--- config.mk ---
export PLATFORM = sky130hd
export DESIGN_NAME = seg_scan_ctrl
export DESIGN_NICKNAME = d
export VERILOG_FILES = /design/src/rtl/seg_scan_ctrl.sv
export SDC_FILE = /design/constraint.sdc
export NUM_CORES = 1
export LEC_CHECK = 0
export BUFFER_PORTS_ARGS = -buffer_cell sky130_fd_sc_hd__buf_4
export CAP_MARGIN = 20
export CORE_MARGIN = 2
export CORE_UTILIZATION = 51
export DETAILED_ROUTE_END_ITERATION = 6
export PLACE_DENSITY_LB_ADDON = 0.15
export SYNTH_ARGS = -nofsm -noshare
export SYNTH_HDL_FRONTEND = slang
export SYNTH_SLANG_ARGS = --single-unit
--- constraint.sdc ---
create_clock -name clk -period 2.15 [get_ports clk]
set_clock_uncertainty 0.2 [all_clocks]
set_input_delay 0.43 -clock clk [delete_from_list [all_inputs] [get_ports clk]]
set_output_delay 0.43 -clock clk [all_outputs]
set_load 0.005 [all_outputs]
--- src/rtl/seg_scan_ctrl.sv ---
// seg_scan_ctrl: 3-digit 7-segment scan controller with frame-aligned digit commit,
// inter-digit dead-time and optional leading-zero blanking.
module seg_scan_ctrl #(
  parameter int DIV   = 100000,
  parameter int GUARD = 4,
  parameter int CW    = 17
) (
  input  logic       clk,
  input  logic       rst_n,
  input  logic       en,
  input  logic       upd,
  input  logic [3:0] d0,
  input  logic [3:0] d1,
  input  logic [3:0] d2,
  input  logic       blank_lz,
  output logic [1:0] sel,
  output logic [3:0] an,
  output logic [3:0] q0,
  output logic [3:0] q1,
  output logic [3:0] q2,
  output logic       frame_done
);
  localparam int GW = (GUARD > 1) ? $clog2(GUARD) : 1;

  typedef enum logic [1:0] {S_IDLE, S_SHOW, S_GUARD} state_t;

  state_t          r_state, w_state;
  logic [CW-1:0]   r_pre, w_pre;
  logic [GW-1:0]   r_gcnt, w_gcnt;
  logic [3:0]      r_p0, r_p1, r_p2;
  logic            r_pend;
  logic [1:0]      w_idx;
  logic            w_lit, w_fd, w_blk;
  logic [3:0]      w_an;

  always_comb begin
    w_state = r_state;
    w_idx   = sel;
    w_pre   = '0;
    w_gcnt  = '0;
    w_lit   = 1'b0;
    w_fd    = 1'b0;
    case (r_state)
      S_IDLE: begin
        w_idx = 2'd0;
        if (en) begin
          w_state = S_SHOW;
          w_lit   = 1'b1;
        end
      end
      S_SHOW: begin
        if (!en) begin
          w_state = S_IDLE;
          w_idx   = 2'd0;
        end else if (r_pre == CW'(DIV - 1)) begin
          w_state = S_GUARD;
          w_idx   = (sel == 2'd2) ? 2'd0 : sel + 2'd1;
          w_fd    = (sel == 2'd2);
        end else begin
          w_pre = r_pre + 1'b1;
          w_lit = 1'b1;
        end
      end
      S_GUARD: begin
        if (!en) begin
          w_state = S_IDLE;
          w_idx   = 2'd0;
        end else if (r_gcnt == GW'(GUARD - 1)) begin
          w_state = S_SHOW;
          w_lit   = 1'b1;
        end else begin
          w_gcnt = r_gcnt + 1'b1;
        end
      end
      default: begin
        w_state = S_IDLE;
        w_idx   = 2'd0;
      end
    endcase
  end

  // blanking looks at committed digits; they never change while a digit is being shown
  assign w_blk = blank_lz && (q2 == 4'd0) && ((w_idx == 2'd2) || ((w_idx == 2'd1) && (q1 == 4'd0)));
  assign w_an  = (w_lit && !w_blk) ? ~(4'b0001 << w_idx) : 4'b1111;

  always_ff @(posedge clk or negedge rst_n) begin
    if (!rst_n) begin
      r_state    <= S_IDLE;
      sel        <= 2'd0;
      an         <= 4'b1111;
      frame_done <= 1'b0;
      r_pre      <= '0;
      r_gcnt     <= '0;
      q0         <= 4'd0;
      q1         <= 4'd0;
      q2         <= 4'd0;
      r_p0       <= 4'd0;
      r_p1       <= 4'd0;
      r_p2       <= 4'd0;
      r_pend     <= 1'b0;
    end else begin
      r_state    <= w_state;
      sel        <= w_idx;
      an         <= w_an;
      frame_done <= w_fd;
      r_pre      <= w_pre;
      r_gcnt     <= w_gcnt;
      if (r_state == S_IDLE) begin
        if (upd) begin
          q0     <= d0;
          q1     <= d1;
          q2     <= d2;
          r_pend <= 1'b0;
        end
      end else begin
        if (w_fd && r_pend) begin
          q0 <= r_p0;
          q1 <= r_p1;
          q2 <= r_p2;
        end
        if (upd) begin
          r_p0 <= d0;
          r_p1 <= d1;
          r_p2 <= d2;
        end
        r_pend <= upd || (r_pend && !w_fd);
      end
    end
  end
endmodule

==> results.sh, run 1 <==
export IMPL_wl_met2_um=2460
export IMPL_critPathKind="register to register"
export IMPL_clk_pin_slew_ps=100
export IMPL_routed_top_layer="met4"
export IMPL_via_per_inst=5.19
export IMPL_maxCapViolations=0
export IMPL_pre_cts_slack_ps=-63.4
export IMPL_clock_path_buffers=2
export IMPL_ant_nets=0
export IMPL_cts_root_buf="clkbuf_8"
export IMPL_holdWs_ps=125
export IMPL_dieArea_mm2=0.00550
export IMPL_hpwlAfterDp_um=3430
export IMPL_route_met3_wl_um=188
export IMPL_violations="setup timing"
export IMPL_design_core_area_mm2=0.00472
export IMPL_finalMaxSlewViolations=0
export IMPL_start_util_pct=53.1
export IMPL_syn_to_final_growth_pct=27.5
export IMPL_clock_latency_ps=300
export IMPL_met1_length_um=2390
export IMPL_post_route_period_util_pct=101
export IMPL_grt_pass1_vias=1772
export IMPL_synthFlopType="dfrtp_1"
export IMPL_htree_num_levels=2
export IMPL_fin_crit_ps=2170
export IMPL_nFillCells=359
export IMPL_routedWlPerCell_um=14.3
export IMPL_port_buffers=35
export IMPL_overflow=0
export IMPL_syn_area_mm2=0.00251
export IMPL_tightest_slew_ps=643
export IMPL_synth_nets=250
export IMPL_critPathMaxFanout=6
export IMPL_synth_distinct_cells=43
export IMPL_setup_ws_ps=-16.1
export IMPL_antenna_cells=0
export IMPL_end_kind="register"
export IMPL_synth_edff_count=0
export IMPL_fin_setup_tns_ps=-77.3
export IMPL_ys_warn_count=0
export IMPL_synthArstFlopShare_pct=100
export IMPL_stdcell_count=358
export IMPL_worst_ep_arrival_time_ps=2160
export IMPL_setup_viol=9
export IMPL_maxSlewHeadroom_pct=57.1
export IMPL_row_count=25
export IMPL_irDropWorstVdd_v=0.000665
export IMPL_synthCells=227
export IMPL_grt_pass1_wl_um=8080
export IMPL_finalHoldViolations=0
export IMPL_drcViolationCount=0
export IMPL_dieHeight_um=74.1
export IMPL_critPathLaunchType="register"
export IMPL_synth_seq_area_share_pct=53.1
export IMPL_cts_tree="yes"
export IMPL_wl_um=5110
export IMPL_syn_area_per_cell_um2=11.1
export IMPL_placed_cells=346
export IMPL_grt_setup_unrepaired="true"
export IMPL_die_w_um=74.1
export IMPL_outcome="complete, but fails checks"
export IMPL_cp_required_ps=2150
export IMPL_fmaxAchievable_ghz=0.462
export IMPL_gp_congestion=0.778
export IMPL_final_net_count=313
export IMPL_antenna_found_initial=0
export IMPL_clock_sinks=53
export IMPL_drive_gt1_share_pct=39.9
export IMPL_final_common_cell="buf_4"
export IMPL_hp_class="input pin to register"
export IMPL_p_per_area_mw_per_mm2=918
export IMPL_most_common_layout_cells="61 x buf_4, 49 x dfrtp_1, 41 x nor2_1"
export IMPL_total_power_mw=2.93
export IMPL_vias=1859
export IMPL_first_pass_iters=4
export IMPL_io_pins=36
export IMPL_ys_seq_elements=53
export IMPL_grt_use_total_pct=19.3
export IMPL_cts_buffers=5
export IMPL_grt_max_degree=54
export IMPL_leakage_nw=1.40
export IMPL_first_iter_violations=99
[Yosys cell counts, drive strengths merged, types with 3 or more instances]
library cell,count,area [um^2]
a21oi,11,55.1
and3,3,18.8
buf,3,20.0
clkbuf,5,18.8
dfrtp,49,1230
dfstp,4,105
ha,6,75.1
inv,5,18.8
mux2,12,135
nand2,13,48.8
nand3,5,25.0
nand4,6,43.8
nor2,41,154
nor2b,4,25.0
nor3,4,25.0
o21ai,6,33.8
o22ai,12,138
or3,5,31.3
or4,4,33.8
xor2,9,78.8
[what timing repair did]
| item | CTS | global route |
|---|---|---|
| pin swaps | 3 | 17 |
| endpoints found under the setup margin | 5 | 13 |
| gates cloned | 0 | 1 |
| hold endpoints to repair | 49 | 0 |
| hold buffers | 1 | 0 |
| buffers inserted | 0 | 2 |
| gates resized for setup | 2 | 11 |
[critical path, cell delays in order, from the launching register on]
cell     delay, ps
dfrtp_1        420
nor4b_4        370
nand4_4        220
or4_4          660
o22ai_2        130
nor2_1          60
[registers in the layout, indices dropped and copies added, names as in the netlist]
| register | cells |
|---|---|
| r_pre | 17 |
| r_state | 2 |
| r_p2 | 4 |
| frame_done | 1 |
| r_pend | 1 |
| q2 | 4 |
| sel | 2 |
| q1 | 4 |
| r_p0 | 4 |
| q0 | 4 |
| r_gcnt | 2 |
| an | 4 |
| r_p1 | 4 |
[report_power, final]
group	internal [mW]	switching, mW	total, mW	leakage, nW
clock network	0.231	0.326	0.558	0.0481
logic	0.513	0.437	0.950	0.690
registers	1.25	0.172	1.43	0.658
[routing by layer]
metal	track usage [%]	vias up
met3	5.01	7
met4	5.45	0
met2	31.2	31
met1	26.1	894
met5	0	-
li1	-	927
[logic make-up after synthesis]
logic type      synth area share (%)
fa+ha+maj                       2.99
flops                           53.1
xor+xnor                        3.84
buf+inv                         2.29
mux                             6.18
simple gates                    20.7
compound gates                  10.9
[metrics by stage]
stage               utilization (%)  area, um^2
finish                         67.7        3200
global placement               63.8        3020
CTS                            66.1        3120
floorplan                         -        2520
global route                   67.7        3200
detailed placement             63.8        3020
[area by class of cell]
type                    instances  area (um^2)  area share (%)
well taps                      67         83.8            2.62
clock inverters                 3         22.5           0.704
repair buffers                 63          479            15.0
multi-input cells             162         1190            37.3
clock buffers                   5         68.8            2.15
inverters                       5         18.8           0.587
flip-flops and latches         53         1330            41.6
[worst paths after layout]
check | from | to | slack [ps] | cells after the start
min in group asynchronous | rst_n | r_pre[6] | 490 | 2
min | upd | r_pend | 130 | 2
max in group asynchronous | rst_n | r_pre[3] | 830 | 2
max reg2reg | r_pre[11] | q1[1] | -20 | 5
max | r_pre[11] | q1[1] | -20 | 5
min reg2reg | r_gcnt[0] | r_gcnt[0] | 240 | 1
Power figures use the tool's default switching activity.
==> run 2, diff against run 1 <==
Settings changed: ABC_AREA set to 1, CORE_MARGIN 2 to unset.
==> run 2 against run 1 <==
  * The flow now finishes without violations
  * Count of clock-buffer cells in the layout rose by 1
  * Utilization shrank 3.1 points
  * Sequential cell count did not move
  * First-iteration DRC count shrank 14%
  * Worst setup slack improved by 130 ps
  * Via count is 5.6% higher
==> results.sh, run 2 <==
export IMPL_outcome="complete, no violations"
export IMPL_synth_seq_area_share_pct=50.8
export IMPL_clockPowerShare_pct=16.1
export IMPL_critPathMaxFanout=12
export IMPL_tightest_slew_ps=656
export IMPL_multi_input_comb_area_mm2=0.00117
export IMPL_grt_pass1_wl_um=7720
export IMPL_start_util_pct=54.4
export IMPL_syn_area_per_cell_um2=9.29
export IMPL_fmaxAchievable_ghz=0.490
export IMPL_syn_area_mm2=0.00262
export IMPL_cts_buffers=5
export IMPL_grt_pass1_vias=1742
export IMPL_die_w_um=73.7
export IMPL_maxSlewHeadroom_pct=56.3
export IMPL_synth_edff_count=0
export IMPL_critPathTopFamily="simple AND/OR/NAND/NOR gates"
export IMPL_drcViolationCount=0
export IMPL_p_per_area_mw_per_mm2=1100
export IMPL_critical_path_max_stage_delay_ps=420
export IMPL_hpwlAfterDp_um=3350
export IMPL_synthCells=282
export IMPL_largest_reg_flops=17
export IMPL_most_common_layout_cells="51 x nand2_1, 49 x dfrtp_1, 41 x buf_4"
export IMPL_yosys_cell_count_top_type="nand2_1"
export IMPL_post_route_period_util_pct=94.9
export IMPL_cts_tree="yes"
export IMPL_critPathLaunchType="register"
export IMPL_stdcell_count=394
export IMPL_wl_um=4790
export IMPL_synth_distinct_cells=34
export IMPL_clock_latency_ps=310
export IMPL_final_common_cell="nand2_1"
export IMPL_clock_sinks=53
export IMPL_setup_viol=0
export IMPL_synthFlopType="dfrtp_1"
export IMPL_clock_path_buffers=2
export IMPL_antenna_cells=0
export IMPL_dieHeight_um=73.7
export IMPL_grt_use_total_pct=19.0
export IMPL_cts_root_buf="clkbuf_8"
export IMPL_cpMaxStageDelayCell="dfrtp_1"
export IMPL_p_int_mw=2.14
export IMPL_vias=1963
export IMPL_drive_gt1_share_pct=30.3
export IMPL_final_net_count=349
export IMPL_hp_class="input pin to register"
export IMPL_grt_max_degree=54
export IMPL_irDropWorstVdd_v=0.000731
export IMPL_finalHoldViolations=0
export IMPL_path_common_cell="inv_1"
export IMPL_port_buffers=35
export IMPL_p_switching_mw=1.28
export IMPL_via_per_inst=4.98
export IMPL_cp_num_buf_inv=2
export IMPL_placed_cells=384
export IMPL_cp_required_ps=2180
export IMPL_design_core_area_mm2=0.00482
export IMPL_maxCapViolations=0
export IMPL_nFillCells=431
export IMPL_postCtsSetupRepairBufs=0
export IMPL_pwr_share_seq_pct=42.8
export IMPL_synthArstFlopShare_pct=100
export IMPL_final_core_util_pct=64.6
export IMPL_top_register="r_pre"
export IMPL_gp_congestion=0.809
export IMPL_first_pass_iters=4
export IMPL_row_count=25
export IMPL_end_kind="register"
export IMPL_leakage_nw=1.39
export IMPL_path_cells="inv_1, ha_1, nand2_1, inv_1, nand3_1, nor3_4, nand2_4, nand2_8, nor2_1, a31oi_1"
export IMPL_ys_seq_elements=53
export IMPL_syn_to_final_growth_pct=18.9
export IMPL_regArea_mm2=0.00133
export IMPL_antenna_found_initial=0
export IMPL_power_frac_comb_pct=41.1
export IMPL_ant_nets=0
export IMPL_ys_top_cells_by_count="51 x nand2_1, 49 x dfrtp_1, 30 x nor2_1, 29 x inv_1, 18 x a21oi_1"
export IMPL_ys_warn_count=0
export IMPL_dieArea_mm2=0.00543
export IMPL_synth_top_cell_area_share_pct=46.8
export IMPL_fin_crit_ps=2040
export IMPL_overflow=0
export IMPL_worst_ep_arrival_time_ps=2070
export IMPL_finalMaxSlewViolations=0
export IMPL_synthTopCellsByArea="dfrtp_1 47%, nand2_1 7.3%, mux2_2 4.3%"
export IMPL_routedWlPerCell_um=12.2
export IMPL_htree_num_levels=2
export IMPL_synth_nets=305
export IMPL_clk_pin_slew_ps=100
export IMPL_first_iter_violations=85
export IMPL_io_pins=36
export IMPL_yosys_area_top_type="dfrtp_1"
export IMPL_switching_share_pct=37.3
export IMPL_critPathKind="register to register"
export IMPL_r2r_setup_slack_ps=110
run 2: cell count changes after synthesis, sizes merged, moves of 7 or more:
cell,previous run,this run
nand2,13,58
inv,5,31
o22ai,12,0
a31oi,0,11
a21oi,11,20
o21ai,6,14
nand3,5,12
xor2,9,2
run 2: path summary, 6_finish.rpt:
path	cells past startpoint	to	start
max	10	q1[3]	r_state[1]
min	2	r_pend	upd
max reg2reg	10	q1[3]	r_state[1]
min reg2reg	1	r_gcnt[0]	r_gcnt[0]
max in group asynchronous	2	r_state[1]	rst_n
min in group asynchronous	2	r_pre[16]	rst_n
run 2: through the flow:
stage / setup slack [ps] / TNS (ps) / power (mW) / hold WS (ps) / area, um^2
floorplan: 168 / 0 / 2.39 / -65.6 / 2620
global placement: 156 / 0 / 2.81 / 228 / 2970
detailed placement: 66.3 / 0 / 2.85 / 240 / 2970
CTS: 67.2 / 0 / 3.40 / 100 / 3060
global route: -14.8 / -15.5 / 3.67 / 107 / 3110
finish: 110 / 0 / 3.42 / 109 / 3110
run 2: layer usage:
metal | track usage, % | vias to the layer above | wire (um)
li1 | - | 1023 | -
met3 | 4.94 | 7 | 166
met4 | 6.84 | 0 | 68
met2 | 29.3 | 33 | 2160
met1 | 26.0 | 900 | 2400
met5 | 0 | - | 0
run 2: worst reg2reg max path: cells and delay by family (launching register included):
kind | cells | cell delay, ps
and+or+nand+nor | 6 | 860
adders and majority gates | 1 | 130
AOI/OAI and AO/OA | 1 | 130
DFF | 1 | 420
buffers and inverters | 2 | 230
run 2: cell type report:
class,instances,share of cell area [%]
sequential,53,42.8
multi-input combinational,192,37.7
timing repair buffer,42,10.2
inverter,32,3.86
tap,67,2.69
clock buffer,6,2.33
clock inverter,2,0.482
run 2: timing repair:
action,in CTS,in global routing
endpoints found under the hold margin,49,0
setup endpoints to repair,0,18
gates resized for setup,0,7
hold buffers,1,0
run 2: kinds of logic after synthesis:
logic type	synth area share, %
AND/OR/NAND/NOR	22.3
multiplexers	4.30
buffers and inverters	6.26
AO/OA/AOI/OAI	12.8
XOR/XNOR	0.669
adder cells (fa/ha/maj)	2.87
flip-flops	50.8
run 2: power by group through the flow:
stage,Combinational [mW],Clock (mW),Sequential (mW)
6_report,1.41,0.551,1.46
5_1_grt,1.57,0.605,1.50
4_1_cts,1.37,0.569,1.46
3_5_place_dp,1.37,0,1.48
3_3_place_gp,1.34,0,1.48
2_1_floorplan,0.934,0,1.46
==> run 3, diff against run 2 <==
Settings changed: BUFFER_PORTS_ARGS -buffer_cell sky130_fd_sc_hd__buf_4 to -buffer_cell sky130_fd_sc_hd__buf_2.
==> run 3 against run 2 <==
  * Die area unchanged
  * Final cell count rose by 2.0%
  * Utilization decreased by 0.78 points
  * Count of clock-buffer cells in the layout increased by 1
  * Critical path type unchanged
  * Largest cell class unchanged
  * Highest routed layer unchanged
==> results.sh, run 3 (synthesized netlist as in run 2, its figures left out) <==
export IMPL_critPathMaxFanout=8
export IMPL_placedInstanceArea_mm2=0.00290
export IMPL_cp_required_ps=2170
export IMPL_clock_latency_ps=300
export IMPL_cts_buffers=5
export IMPL_maxSlewHeadroom_pct=68.0
export IMPL_grt_setup_unrepaired="true"
export IMPL_fin_setup_tns_ps=0
export IMPL_htree_num_levels=2
export IMPL_hp_class="input pin to register"
export IMPL_most_common_layout_cells="51 x nand2_1, 49 x dfrtp_1, 35 x buf_2"
export IMPL_finalHoldViolations=0
export IMPL_first_iter_violations=102
export IMPL_cts_root_buf="clkbuf_8"
export IMPL_die_w_um=73.7
export IMPL_irDropWorstVdd_v=0.000751
export IMPL_power_frac_comb_pct=40.4
export IMPL_setup_viol=0
export IMPL_total_power_mw=3.34
export IMPL_via_per_inst=5.04
export IMPL_dieArea_mm2=0.00543
export IMPL_critical_path_max_stage_delay_ps=390
export IMPL_pre_cts_slack_ps=-24.1
export IMPL_cp_num_buf_inv=0
export IMPL_routedWlPerCell_um=12.4
export IMPL_dieHeight_um=73.7
export IMPL_clock_path_buffers=2
export IMPL_final_common_cell="nand2_1"
export IMPL_clockPowerShare_pct=15.8
export IMPL_cts_tree="yes"
export IMPL_clock_sinks=53
export IMPL_first_pass_iters=4
export IMPL_worst_ep_arrival_time_ps=2050
export IMPL_pwr_share_seq_pct=43.8
export IMPL_io_pins=36
export IMPL_fin_area_mm2=0.00308
export IMPL_finalMaxSlewViolations=0
export IMPL_critPathKind="register to register"
export IMPL_largest_reg_flops=17
export IMPL_antenna_found_initial=0
export IMPL_row_count=25
export IMPL_syn_to_final_growth_pct=17.4
export IMPL_clk_pin_slew_ps=90
export IMPL_setup_ws_ps=125
export IMPL_p_switching_mw=1.25
export IMPL_top_register="r_pre"
export IMPL_critPathLaunchType="register"
export IMPL_cpMaxStageDelayCell="dfrtp_1"
export IMPL_drcViolationCount=0
export IMPL_end_kind="register"
export IMPL_grt_max_degree=25
export IMPL_holdWs_ps=122
export IMPL_vias=2028
export IMPL_antenna_cells=0
export IMPL_outcome="complete, no violations"
export IMPL_design_core_area_mm2=0.00482
export IMPL_gp_congestion=0.769
export IMPL_drive_gt1_share_pct=31.0
export IMPL_tightest_slew_ps=479
export IMPL_fmaxAchievable_ghz=0.494
export IMPL_grt_pass1_vias=1910
export IMPL_switching_share_pct=37.4
export IMPL_ant_nets=0
export IMPL_overflow=0
export IMPL_port_buffers=35
export IMPL_grt_pass1_wl_um=8370
export IMPL_maxCapViolations=0
export IMPL_critPathTopFamily="simple AND/OR/NAND/NOR gates"
export IMPL_start_util_pct=54.4
export IMPL_final_net_count=357
export IMPL_p_per_area_mw_per_mm2=1090
export IMPL_hpwlAfterDp_um=3560
export IMPL_post_route_period_util_pct=94.2
export IMPL_leakage_nw=1.40
export IMPL_fin_crit_ps=2020
export IMPL_p_int_mw=2.09
export IMPL_wl_um=5000
export IMPL_path_cells="ha_2, nand3_2, nor2_4, nand3_4, nor3_4, nand2_4, nand2_8, nor2_1, a31oi_1"
export IMPL_grt_use_total_pct=20.6
## run 3: metrics by stage
step                utilization [%]  cells
finish                         63.8    402
global route                   63.8    402
CTS                            62.3    396
detailed placement             60.2    387
global placement               60.2    387
floorplan                         -    282
## run 3: worst paths after layout
check / start / endpoint / slack, ps / cells past startpoint
setup / recovery: r_pre[0] / q1[3] / 130 / 9
setup reg to reg: r_pre[0] / q1[3] / 130 / 9
max in group asynchronous: rst_n / q2[0] / 700 / 3
hold reg to reg: r_gcnt[0] / r_gcnt[0] / 240 / 1
hold / removal: upd / r_pend / 120 / 2
min in group asynchronous: rst_n / r_pre[6] / 380 / 2
## run 3: cell type report
class                      count  area, um^2
inverter                      32         120
tap                           67        83.8
sequential                    53        1330
clock buffer                   7        76.3
multi-input combinational    193        1180
fill                         425        1740
clock inverter                 1        5.00
timing repair buffer          49         283
## run 3: timing repair
| action | in CTS | in global routing |
|---|---|---|
| gates cloned | 0 | 2 |
| setup buffers | 0 | 4 |
| resized for setup | 1 | 5 |
| hold buffers | 1 | 0 |
| endpoints found under the hold margin | 17 | 0 |
| endpoints found under the setup margin | 9 | 17 |
| pin swaps | 0 | 2 |
## run 3: layer usage
layer  up-vias  track usage (%)  part of all wire [%]
li1       1028                -                     -
met1       941             26.8                    47
met2        51             33.2                    47
met3         8             4.94                   4.0
met4         0             8.12                   2.0
met5         -                0                     0
## run 3: power by group through the flow
stage	logic (mW)	registers (mW)	clock network, mW
global placement	1.26	1.47	0
global route	1.53	1.50	0.596
CTS	1.32	1.46	0.558
detailed placement	1.31	1.48	0
floorplan	0.934	1.46	0
finish	1.35	1.46	0.526
